[config.mk]
export PLATFORM = sky130hd
export DESIGN_NAME = ztex_bus_master
export DESIGN_NICKNAME = d
export VERILOG_FILES = /design/src/rtl/ztex_bus_pkg.sv /design/src/rtl/ztex_bus_timer.sv /design/src/rtl/ztex_bus_master.sv
export SDC_FILE = /design/constraint.sdc
export NUM_CORES = 2
export LEC_CHECK = 0
export CAP_MARGIN = 20
export CORE_AREA = 5 5 295 297
export DETAILED_ROUTE_END_ITERATION = 7
export DIE_AREA = 0 0 300 302
export PLACE_DENSITY = 0.7
export SYNTH_ARGS = -nofsm -noshare
export SYNTH_HDL_FRONTEND = slang
export SYNTH_SLANG_ARGS = --single-unit
[constraint.sdc]
create_clock -name clk -period 4.45 [get_ports clk]
set_input_delay 0.89 -clock clk [delete_from_list [all_inputs] [get_ports clk]]
set_output_delay 0.89 -clock clk [all_outputs]
set_load 0.01 [all_outputs]
[src/rtl/ztex_bus_pkg.sv]
// Shared definitions for the ZTEX bus master: FSM encoding, default strobe timing
// and the layout of the 128-bit result record.
package ztex_bus_pkg;

  localparam int RESULT_BYTES = 16;

  localparam int DEF_WORK_BYTES = 76;
  localparam int DEF_SETUP_CYC  = 2;
  localparam int DEF_HOLD_CYC   = 6;
  localparam int DEF_START_CYC  = 4;
  localparam int DEF_SETTLE_CYC = 10;
  localparam int DEF_BYTE_CYC   = 8;

  localparam logic [2:0] S_IDLE     = 3'd0;
  localparam logic [2:0] S_W_SETUP  = 3'd1;
  localparam logic [2:0] S_W_HOLD   = 3'd2;
  localparam logic [2:0] S_R_START  = 3'd3;
  localparam logic [2:0] S_R_SETTLE = 3'd4;
  localparam logic [2:0] S_R_SAMPLE = 3'd5;
  localparam logic [2:0] S_R_WAIT   = 3'd6;

  localparam int GOLDEN_NONCE_A_LSB = 0;
  localparam int NONCE_LSB          = 32;
  localparam int HASH_LSB           = 64;
  localparam int GOLDEN_NONCE_B_LSB = 96;

  // First member lands in the top 32 bits, matching the LSB offsets above.
  typedef struct packed {
    logic [31:0] golden_nonce_b;
    logic [31:0] hash;
    logic [31:0] nonce;
    logic [31:0] golden_nonce_a;
  } result_rec_t;

  function automatic int max2(input int a, input int b);
    return (a > b) ? a : b;
  endfunction

endpackage

[src/rtl/ztex_bus_timer.sv]
// Loadable down-counter with a zero flag; one instance paces every wait state.
module ztex_bus_timer #(
  parameter int WIDTH = 4
) (
  input  logic             clk,
  input  logic             reset,
  input  logic             load,
  input  logic [WIDTH-1:0] load_value,
  output logic             zero
);

  logic [WIDTH-1:0] count_reg;

  always_ff @(posedge clk) begin
    if (reset) begin
      count_reg <= '0;
    end else if (load) begin
      count_reg <= load_value;
    end else if (count_reg != '0) begin
      count_reg <= count_reg - 1'b1;
    end
  end

  assign zero = (count_reg == '0);

endmodule

[src/rtl/ztex_bus_master.sv]
// Host-side master for the byte-wide ZTEX miner bus: toggle-strobed work download
// and toggle-strobed result upload, one transaction at a time.
module ztex_bus_master
  import ztex_bus_pkg::*;
#(
  parameter int WORK_BYTES = DEF_WORK_BYTES,
  parameter int SETUP_CYC  = DEF_SETUP_CYC,
  parameter int HOLD_CYC   = DEF_HOLD_CYC,
  parameter int START_CYC  = DEF_START_CYC,
  parameter int SETTLE_CYC = DEF_SETTLE_CYC,
  parameter int BYTE_CYC   = DEF_BYTE_CYC
) (
  input  logic                      clk,
  input  logic                      reset,
  input  logic [WORK_BYTES*8-1:0]   work_data,
  input  logic                      work_valid,
  output logic                      work_ready,
  input  logic                      result_req,
  output logic [RESULT_BYTES*8-1:0] result_data,
  output logic                      result_valid,
  output logic                      busy,
  output logic                      bus_select,
  output logic [7:0]                bus_read,
  output logic                      bus_rd_clk,
  output logic                      bus_wr_start,
  output logic                      bus_wr_clk,
  input  logic [7:0]                bus_write
);

  localparam int TMAX = max2(max2(max2(SETUP_CYC, HOLD_CYC), max2(START_CYC, SETTLE_CYC)),
                             BYTE_CYC);
  localparam int TW   = $clog2(TMAX + 1);
  localparam int CW   = $clog2(max2(WORK_BYTES, RESULT_BYTES) + 1);
  localparam int WW   = WORK_BYTES * 8;
  localparam int RW   = RESULT_BYTES * 8;

  // A wait state lasts N cycles when the timer is loaded with N-1 on entry.
  localparam logic [TW-1:0] LD_SETUP  = TW'(SETUP_CYC - 1);
  localparam logic [TW-1:0] LD_HOLD   = TW'(HOLD_CYC - 1);
  localparam logic [TW-1:0] LD_START  = TW'(START_CYC - 1);
  localparam logic [TW-1:0] LD_SETTLE = TW'(SETTLE_CYC - 1);
  localparam logic [TW-1:0] LD_BYTE   = TW'(BYTE_CYC - 1);

  localparam logic [CW-1:0] LAST_WORK   = CW'(WORK_BYTES - 1);
  localparam logic [CW-1:0] LAST_RESULT = CW'(RESULT_BYTES - 1);

  logic [2:0]    state_reg, state_next;
  logic [WW-1:0] work_sr_reg, work_sr_next;
  logic [RW-1:0] res_sr_reg, res_sr_next;
  logic [RW-1:0] result_reg, result_next;
  logic [CW-1:0] cnt_reg, cnt_next;
  logic          valid_reg, valid_next;
  logic          rd_clk_reg, rd_clk_next;
  logic          wr_clk_reg, wr_clk_next;
  logic          ready_reg, ready_next;

  logic          tmr_load;
  logic [TW-1:0] tmr_value;
  logic          tmr_zero;

  ztex_bus_timer #(
    .WIDTH(TW)
  ) u_timer (
    .clk       (clk),
    .reset     (reset),
    .load      (tmr_load),
    .load_value(tmr_value),
    .zero      (tmr_zero)
  );

  always_comb begin
    state_next   = state_reg;
    work_sr_next = work_sr_reg;
    res_sr_next  = res_sr_reg;
    result_next  = result_reg;
    cnt_next     = cnt_reg;
    valid_next   = 1'b0;
    rd_clk_next  = rd_clk_reg;
    wr_clk_next  = wr_clk_reg;
    tmr_load     = 1'b0;
    tmr_value    = '0;

    case (state_reg)
      S_IDLE: begin
        if (ready_reg) begin
          if (work_valid) begin
            work_sr_next = work_data;
            cnt_next     = '0;
            tmr_load     = 1'b1;
            tmr_value    = LD_SETUP;
            state_next   = S_W_SETUP;
          end else if (result_req) begin
            cnt_next   = '0;
            tmr_load   = 1'b1;
            tmr_value  = LD_START;
            state_next = S_R_START;
          end
        end
      end
      S_W_SETUP: begin
        if (tmr_zero) begin
          rd_clk_next = ~rd_clk_reg;
          tmr_load    = 1'b1;
          tmr_value   = LD_HOLD;
          state_next  = S_W_HOLD;
        end
      end
      S_W_HOLD: begin
        if (tmr_zero) begin
          work_sr_next = work_sr_reg >> 8;
          cnt_next     = cnt_reg + 1'b1;
          if (cnt_reg == LAST_WORK) begin
            state_next = S_IDLE;
          end else begin
            tmr_load   = 1'b1;
            tmr_value  = LD_SETUP;
            state_next = S_W_SETUP;
          end
        end
      end
      S_R_START: begin
        if (tmr_zero) begin
          tmr_load   = 1'b1;
          tmr_value  = LD_SETTLE;
          state_next = S_R_SETTLE;
        end
      end
      S_R_SETTLE: begin
        if (tmr_zero) begin
          state_next = S_R_SAMPLE;
        end
      end
      S_R_SAMPLE: begin
        res_sr_next = {bus_write, res_sr_reg[RW-1:8]};
        cnt_next    = cnt_reg + 1'b1;
        // The final byte needs no strobe, so only RESULT_BYTES-1 toggles occur.
        if (cnt_reg == LAST_RESULT) begin
          result_next = {bus_write, res_sr_reg[RW-1:8]};
          valid_next  = 1'b1;
          state_next  = S_IDLE;
        end else begin
          wr_clk_next = ~wr_clk_reg;
          tmr_load    = 1'b1;
          tmr_value   = LD_BYTE;
          state_next  = S_R_WAIT;
        end
      end
      S_R_WAIT: begin
        if (tmr_zero) begin
          state_next = S_R_SAMPLE;
        end
      end
      default: begin
        state_next = S_IDLE;
      end
    endcase

    ready_next = (state_next == S_IDLE);
  end

  always_ff @(posedge clk) begin
    if (reset) begin
      state_reg   <= S_IDLE;
      work_sr_reg <= '0;
      res_sr_reg  <= '0;
      result_reg  <= '0;
      cnt_reg     <= '0;
      valid_reg   <= 1'b0;
      rd_clk_reg  <= 1'b0;
      wr_clk_reg  <= 1'b0;
      ready_reg   <= 1'b0;
    end else begin
      state_reg   <= state_next;
      work_sr_reg <= work_sr_next;
      res_sr_reg  <= res_sr_next;
      result_reg  <= result_next;
      cnt_reg     <= cnt_next;
      valid_reg   <= valid_next;
      rd_clk_reg  <= rd_clk_next;
      wr_clk_reg  <= wr_clk_next;
      ready_reg   <= ready_next;
    end
  end

  assign work_ready   = ready_reg;
  assign result_data  = result_reg;
  assign result_valid = valid_reg;
  assign busy         = (state_reg != S_IDLE);
  assign bus_select   = (state_reg != S_IDLE);
  assign bus_read     = ((state_reg == S_W_SETUP) || (state_reg == S_W_HOLD)) ?
                        work_sr_reg[7:0] : 8'h00;
  assign bus_rd_clk   = rd_clk_reg;
  assign bus_wr_start = (state_reg == S_R_START);
  assign bus_wr_clk   = wr_clk_reg;

endmodule
==> flow_summary_export.csv <==
group,metric,value,unit
clock_network,cts_made_buffers,93,
detailed_routing,drc_errors,0,
yosys,synth.avg_cell_area,7.89,µm²
yosys,synth_fp_nets,5284,
yosys,yosys.area.top_type,"dfxtp_1",
grt,grt_pass1_vias,34100,
yosys,ys_types,54,
timing,setup_tns,0,ns
layout,largest_reg_flops,608,
timing,setup_viol,0,
worst_setup_path,critPathKind,"reg -> out",
grt,grt_usage,0.266,
clock_network,cts_hold_buf,0,
clock_network,clkTransAtPathRegs,0.06,ns
timing,skew,0.0396,ns
clock_network,root_buffer,"clkbuf_16",
placement,globalplace.congestion,0.873,
timing,fmax,253,MHz
timing,rsz0062_at_grt,"false",
detailed_routing,drtIter0Drc,3563,
detailed_routing,via_per_inst,5.79,
floorplanning,initial_utilization,0.436,
yosys,synthArstFlopShare,0,
clock_network,clockBufferDepth,3,
layout,multi_input_area,0.0170,mm²
floorplanning,rows,107,
clock_network,ctsResizeCount,0,
yosys,ys_ff_latch,874,
layout,areaGrowthSynthToFinish,29.9,%
detailed_routing,detail-route-antenna-nets,0,
yosys,netlist_area,0.0368,mm²
clock_network,post_cts_buffers,0,
yosys,yosys-top-cells-count,"1707 x nand2_1, 874 x dfxtp_1, 869 x a21oi_1, 580 x a311oi_1, 298 x clkbuf_1",
grt,grt_pass1_wl,196,mm
placement,hpwl,86.5,mm
worst_setup_path,end_kind,"primary output",
layout,seq_area,0.0175,mm²
floorplanning,core,0.0843,mm²
yosys,yosysWarnings,0,
clock_network,clock_latency,0.66,ns
grt,grt_max_degree,184,
timing,finalCriticalPeriod,3.95,ns
yosys,ys_seq_area_frac,0.476,
power_and_ir_drop,vdd_drop_max,0.744,mV
detailed_routing,drt_wl_total,130,mm
yosys,netlist_instances,4662,
layout,fin_nets,5731,
clock_network,cts_tree,"yes",
layout,fillers,7739,
yosys,synthFlopType,"dfxtp_1",
timing,fin_crit_sh,0.888,
floorplanning,ios,763,
placement,port_buffers,762,
power_and_ir_drop,p_leak,16.3,nW
yosys,synth-edff-count,0,
power_and_ir_drop,p_total,35.5,mW
yosys,synth_area_leaders,"dfxtp_1 48%, nand2_1 17%, a311oi_1 14%, a21oi_1 12%, clkbuf_1 3.0%",
grt,antenna_found_initial,35,
floorplanning,fp.dieH,302,µm
floorplanning,die-area,0.0906,mm²
worst_setup_path,crit_fanout,13,
grt,gr-total-overflow,0,
power_and_ir_drop,power-per-cell-area,744,mW/mm²
detailed_routing,vias,36400,
yosys,synth_top_area_share,0.476,
outcome,status,"complete, no violations",
worst_setup_path,crit_arrival,3.06,ns
layout,drive_gt1_frac,0.0512,
min_path,hold_class,"reg -> reg",
flow_run,maxCapViolations,0,
worst_setup_path,crit_required,3.56,ns
detailed_routing,wl_per_cell,20.7,µm
detailed_routing,drt_pre_antenna_iters,6,
timing,worst_slew_pin_slew,1.04,ns
timing,slew_headroom,0.307,
clock_network,cts_max_level,3,
timing,drv_slew,0,
timing,hold_viol_final,0,
yosys,synth_most_common_cell,"nand2_1",
worst_setup_path,worstSetupStartpointType,"flop",
floorplanning,die_x,300,µm
clock_network,clock_sinks,874,
## critical path, stage by stage, from the launching register on
cell,delay [ns]
dfxtp_1,0.67
nand2b_1,0.18
a21oi_1,0.71
and2_1,0.23
clkdlybuf4s50_1,0.62
## layout by cell type, fill, tap and decap left out, drive strengths merged, types with 2 or more instances in the layout
cell and n:
nand2b 8, ha 2, a31oi 2, a21oi 871
dfxtp 874, bufinv 6, nor2 9, clkdlybuf4s50 761
inv 6, nor2b 4, clkbuf 139, clkinvlp 2
a21o 3, o211ai 2, diode 25, a311oi 600
nor3 3, o21ai 13, a22oi 2, mux2i 5
nor4bb 2, and2 9, nor4b 3, nand2 1707
nor3b 2, nand3b 4, nand4 11, buf 85
nand3 9, and3b 2, or2 2, and3 2
xnor2 2, clkinv 16
## routing by layer
metal  part of all wire  GRT usage  vias up
li1                   -          -    17400
met1               0.41      0.345    17500
met2               0.47      0.428     1274
met3              0.081     0.0672      239
met4              0.037      0.103       22
met5             0.0012          0        -
## final timing paths
| kind | start | end | slack, ns | cells past startpoint |
|---|---|---|---|---|
| hold reg to reg | res_sr_reg[14]$_SDFFE_PP0P_ | result_data[6]$_SDFFE_PP0P_ | 0.45 | 2 |
| setup reg to reg | state_reg[1]$_SDFF_PP0_ | result_data[114]$_SDFFE_PP0P_ | 1.38 | 6 |
| hold / removal | res_sr_reg[14]$_SDFFE_PP0P_ | result_data[6]$_SDFFE_PP0P_ | 0.45 | 2 |
| setup / recovery | state_reg[0]$_SDFF_PP0_ | bus_read[0] | 0.50 | 4 |
## stage by stage
stage	instance area (µm²)	setup WS [ns]	std cells	hold WS (ns)	util
after floorplan	36800	2.20	4662	0.432	-
after global placement	44600	0.880	6103	0.438	0.528
after detailed placement	44600	0.778	6103	0.444	0.528
after CTS	47700	0.399	6269	0.450	0.565
after global routing	47700	0.360	6279	0.466	0.566
final	47800	0.497	6295	0.449	0.567
## layout make-up
cell class	count	area share
flip-flops and latches	874	0.366
multi-input cells	3291	0.356
repair buffers	846	0.182
clock buffers	139	0.0574
well taps	1090	0.0285
clock inverters	27	0.00835
diodes	25	0.00131
inverters	3	0.000236
## cell families after synthesis
group / share of synthesized area
simple gates: 0.188
compound gates: 0.270
flops: 0.476
buf+inv: 0.0631
mux: 0.00167
xor+xnor: 0.000715
fa+ha+maj: 0.000680
## power breakdown
| part | internal (mW) | switching (mW) | total (mW) |
|---|---|---|---|
| clock network | 4.63 | 3.29 | 7.92 |
| registers | 10.8 | 1.71 | 12.5 |
| logic | 5.44 | 9.68 | 15.1 |
| total | 20.9 | 14.7 | 35.5 |
(Power assumes the default switching activity.)
